--- src/rtl/line_burst_adaptor.sv ---
// line_burst_adaptor: moves whole cache lines between the cache data array
// and a narrower memory bus. Writebacks are split into BEATS beats and
// fills are reassembled from BEATS beats. One transaction at a time.
//
// Handshake: the cache raises read_i or write_i, and the request is sampled
// only in IDLE. On the memory side, read_o/write_o stay high for the whole
// transfer. Each cycle with resp_i=1 completes one beat: a read beat is taken
// from burst_i, or the write beat on burst_o is consumed. A cycle with
// resp_i=0 is a stall. resp_o pulses for one cycle after the last beat.
module line_burst_adaptor #(
    parameter int LINE_WIDTH  = 256,
    parameter int BURST_WIDTH = 64,
    parameter int ADDR_WIDTH  = 32
) (
    input  logic                  clk,
    input  logic                  reset_n,
    input  logic [LINE_WIDTH-1:0] line_i,
    output logic [LINE_WIDTH-1:0] line_o,
    input  logic [ADDR_WIDTH-1:0] address_i,
    input  logic                  read_i,
    input  logic                  write_i,
    output logic                  resp_o,
    input  logic [BURST_WIDTH-1:0] burst_i,
    output logic [BURST_WIDTH-1:0] burst_o,
    output logic [ADDR_WIDTH-1:0] address_o,
    output logic                  read_o,
    output logic                  write_o,
    input  logic                  resp_i,
    output logic [1:0]            dbg_state
);

    // LINE_WIDTH must be a power-of-two multiple of BURST_WIDTH.
    localparam int BEATS = LINE_WIDTH / BURST_WIDTH;
    localparam int KW    = (BEATS > 1) ? $clog2(BEATS) : 1;
    localparam int OFF   = $clog2(LINE_WIDTH / 8);
    localparam logic [KW-1:0]         LAST     = KW'(BEATS - 1);
    localparam logic [ADDR_WIDTH-1:0] OFF_MASK = ADDR_WIDTH'((64'd1 << OFF) - 64'd1);

    typedef enum logic [1:0] {IDLE, READ, WRITE, DONE} state_t;

    state_t                state_q, state_d;
    logic [KW-1:0]         k_q;
    logic [LINE_WIDTH-1:0] line_q;   // fill buffer, drives line_o
    logic [LINE_WIDTH-1:0] wline_q;  // writeback line latched at request
    logic [ADDR_WIDTH-1:0] addr_q;

    assign line_o    = line_q;
    assign address_o = addr_q & ~OFF_MASK;
    assign dbg_state = state_q;

    // State register.
    always_ff @(posedge clk or negedge reset_n) begin
        if (!reset_n) state_q <= IDLE;
        else          state_q <= state_d;
    end

    // Next-state and output decode; outputs depend on registered state only,
    // except the transition itself.
    always_comb begin
        state_d = state_q;
        read_o  = 1'b0;
        write_o = 1'b0;
        resp_o  = 1'b0;
        burst_o = '0;
        case (state_q)
            IDLE: begin
                // A writeback takes priority; a simultaneous fill is dropped.
                if (write_i)     state_d = WRITE;
                else if (read_i) state_d = READ;
            end
            READ: begin
                read_o = 1'b1;
                if (resp_i && k_q == LAST) state_d = DONE;
            end
            WRITE: begin
                write_o = 1'b1;
                burst_o = wline_q[k_q*BURST_WIDTH +: BURST_WIDTH];
                if (resp_i && k_q == LAST) state_d = DONE;
            end
            DONE: begin
                resp_o  = 1'b1;
                state_d = IDLE;
            end
            default: state_d = IDLE;
        endcase
    end

    // Datapath: latch the request, count beats, collect fill beats.
    always_ff @(posedge clk or negedge reset_n) begin
        if (!reset_n) begin
            k_q     <= '0;
            line_q  <= '0;
            wline_q <= '0;
            addr_q  <= '0;
        end else begin
            case (state_q)
                IDLE: begin
                    if (write_i) begin
                        wline_q <= line_i;
                        addr_q  <= address_i;
                        k_q     <= '0;
                    end else if (read_i) begin
                        addr_q  <= address_i;
                        k_q     <= '0;
                    end
                end
                READ: begin
                    if (resp_i) begin
                        line_q[k_q*BURST_WIDTH +: BURST_WIDTH] <= burst_i;
                        k_q <= k_q + KW'(1);
                    end
                end
                WRITE: begin
                    if (resp_i) k_q <= k_q + KW'(1);
                end
                default: ;
            endcase
        end
    end

endmodule
--- config.mk ---
export PLATFORM = sky130hd
export DESIGN_NAME = line_burst_adaptor
export DESIGN_NICKNAME = d
export VERILOG_FILES = /design/src/rtl/line_burst_adaptor.sv
export SDC_FILE = /design/constraint.sdc
export NUM_CORES = 1
export LEC_CHECK = 0
export ABC_CLOCK_PERIOD_IN_PS = 5950
export CORE_UTILIZATION = 25
export CTS_CLUSTER_SIZE = 25
export DETAILED_ROUTE_END_ITERATION = 6
export PLACE_DENSITY = 0.57
export SYNTH_ARGS = -nofsm -noshare
export SYNTH_HDL_FRONTEND = slang
export SYNTH_SLANG_ARGS = --single-unit
--- constraint.sdc ---
create_clock -name clk -period 5.95 [get_ports clk]
set_input_delay 1.4875 -clock clk [delete_from_list [all_inputs] [get_ports clk]]
set_output_delay 1.4875 -clock clk [all_outputs]
set_load 0.02 [all_outputs]
==> reports/results.tsv <==
metric	value	unit
wl	72.9	mm
antenna_found_initial	8	
ys.flop_type	dfrtp_1	
p_per_area	509	nW/um^2
cts_setup_buffers	0	
fp.dieArea	89400	sq um
synth_top_area_share	61.6	%
pre_cts_ws	1610	ps
crit_type	reg -> out	
async_flop_share	100	%
synthCells	1473	
core_area	87000	sq um
h-tree-depth	3	
synth_area	22100	sq um
yosysTopAreaCell	dfrtp_1	
drc	0	
grt_setup_unrepaired	false	
cts_hold_buffers	0	
nNetsFinal	2533	
avgSynthCellArea	15.0	sq um
yosys.cell_types.count	32	
cts_resized	0	
ys_warn_count	0	
layoutNonFillerInstCount	3370	
max_slew_margin	34.5	%
synth_seq_area_share	61.6	%
finalHoldViolations	0	
num_rows	108	
gr-total-overflow	0	
gp_congestion	0.804	
cts_tree	built	
wl_per_cell	21.6	microns
die_w	299	microns
ir_worst_vdd	0.000248	V
antenna_left	0	
place_hpwl	51.3	mm
synth_enable_flop_cells	0	
max_freq	204	MHz
grt_max_degree	137	
worstPathArrival	3410	ps
drt-pass1-iter-count	4	
drv_cap	0	
ys_seq_elements	543	
start_kind	flop	
clock_latency	590	ps
cts-root-buf	clkbuf_16	
placed_cells	3252	
slew_violations	0	
clk_pin_slew	60	ps
whs	478	ps
outcome	complete, no violations	
setup_slack	1050	ps
critPathCaptureType	output pin	
synthTopCellsByArea	dfrtp_1 (62%), mux2_2 (15%), a22o_1 (8.2%)	
die_h	299	microns
holdCritPathClass	reg -> reg	
vias	15400	
via_per_inst	4.58	
drive_above_1_share	22.5	%
clock-sinks	543	
critPathMaxFanout	35	
setup_viol	0	
grt_pass1_vias	16800	
layout-area-overhead-vs-synth	47.8	%
worst_slew_pin_slew	981	ps
fin_crit	4900	ps
p_total	16.6	mW
fin_crit_sh	82.4	%
start_util	25.3	%
cp.required	4460	ps
fin_skew	15.8	ps
cts_made_buffers	67	
io_pins	714	
grt_first_pass_wirelength	109	mm
drt_iter0_markers	707	
port_buffers	703	
cts.path.max_buffers	3	
leakagePower	13.6	nW
finalSetupTns	0	ps
track_usage	16.0	%
-- layer usage --
metal | track usage (%) | share of wire (%) | vias up
met3 | 5.20 | 8.0 | 129
met5 | 0 | 0.11 | -
met2 | 27.7 | 51 | 587
met4 | 5.59 | 3.2 | 12
li1 | - | - | 6775
met1 | 18.5 | 38 | 7939
-- synth_stat cells, drive strengths merged (2+ instances only) --
master  instances
a22o          207
o21ai          53
nor2            2
buf            72
dfrtp         543
mux2          285
inv             5
o211ai          2
mux4           64
and2           64
ha             10
nor2b           2
nand2         103
clkbuf         43
nand3           5
nor4            2
nand2b          2
-- report_power, final --
part / internal [mW] / switching (mW)
sequential: 5.14 / 0.906
clock: 2.42 / 1.67
combinational: 3.61 / 2.84
-- area by class of cell --
class	instances	area (sq um)
timing repair buffer	735	7380
multi-input combinational	814	7930
sequential	543	13600
fill	8272	54400
inverter	5	18.8
clock buffer	96	1940
clock inverter	21	284
tap	1155	1450
antenna	1	2.50
-- registers in the layout, summed over array words and instances (netlist names) --
name,count
wline_q,256
dbg_state,2
addr_q,27
line_o,256
k_q,2
-- worst paths after layout --
path,startpoint,endpoint,cells past startpoint,slack [ps]
setup reg to reg,k_q[0]$_DFFE_PN0P_,line_o[53]$_DFFE_PN0P_,7,2000
max in group asynchronous,reset_n,line_o[116]$_DFFE_PN0P_,2,3780
hold / removal,line_o[225]$_DFFE_PN0P_,line_o[225]$_DFFE_PN0P_,2,480
setup / recovery,k_q[0]$_DFFE_PN0P_,burst_o[12],4,1050
min in group asynchronous,reset_n,wline_q[114]$_DFFE_PN0P_,1,900
hold reg to reg,line_o[225]$_DFFE_PN0P_,line_o[225]$_DFFE_PN0P_,2,480
-- critical path: stages, from the launching register on --
cell             delay (ps)
dfrtp_4                1000
buf_4                   410
mux4_2                  610
and2_1                  190
clkdlybuf4s50_1         540
-- cells by family (layout without fill, tap and decap cells) --
kind of cell / Yosys count / after routing / synth area share, %
AOI/OAI and AO/OA: 264 / 264 / 9.57
DFF: 543 / 543 / 61.6
muxes: 350 / 350 / 21.1
adders and majority gates: 10 / 10 / 0.567
buffers and inverters: 120 / 857 / 2.83
and+or+nand+nor: 185 / 185 / 4.27
other: 1 / 6 / 0.0170
-- placed cells by master, fill, tap and decap left out, drive strengths merged, types with 3 or more instances in the layout --
cell type,synthesis,final
clkdlybuf4s50,0,702
dfrtp,543,543
mux2,285,285
a22o,207,207
nand2,103,103
clkbuf,43,96
mux4,64,64
and2,64,64
o21ai,53,53
buf,72,33
clkinv,0,15
ha,10,10
inv,5,6
conb,1,5
nand3,5,5
bufinv,0,3
-- per-stage QoR --
stage	util, %	instance area (sq um)
after detailed placement	34.9	30400
after global routing	37.5	32600
after CTS	37.4	32600
after floorplan	-	22100
final	37.5	32600
after global placement	34.9	30400
No activity file was read; power rests on OpenSTA's default activity.
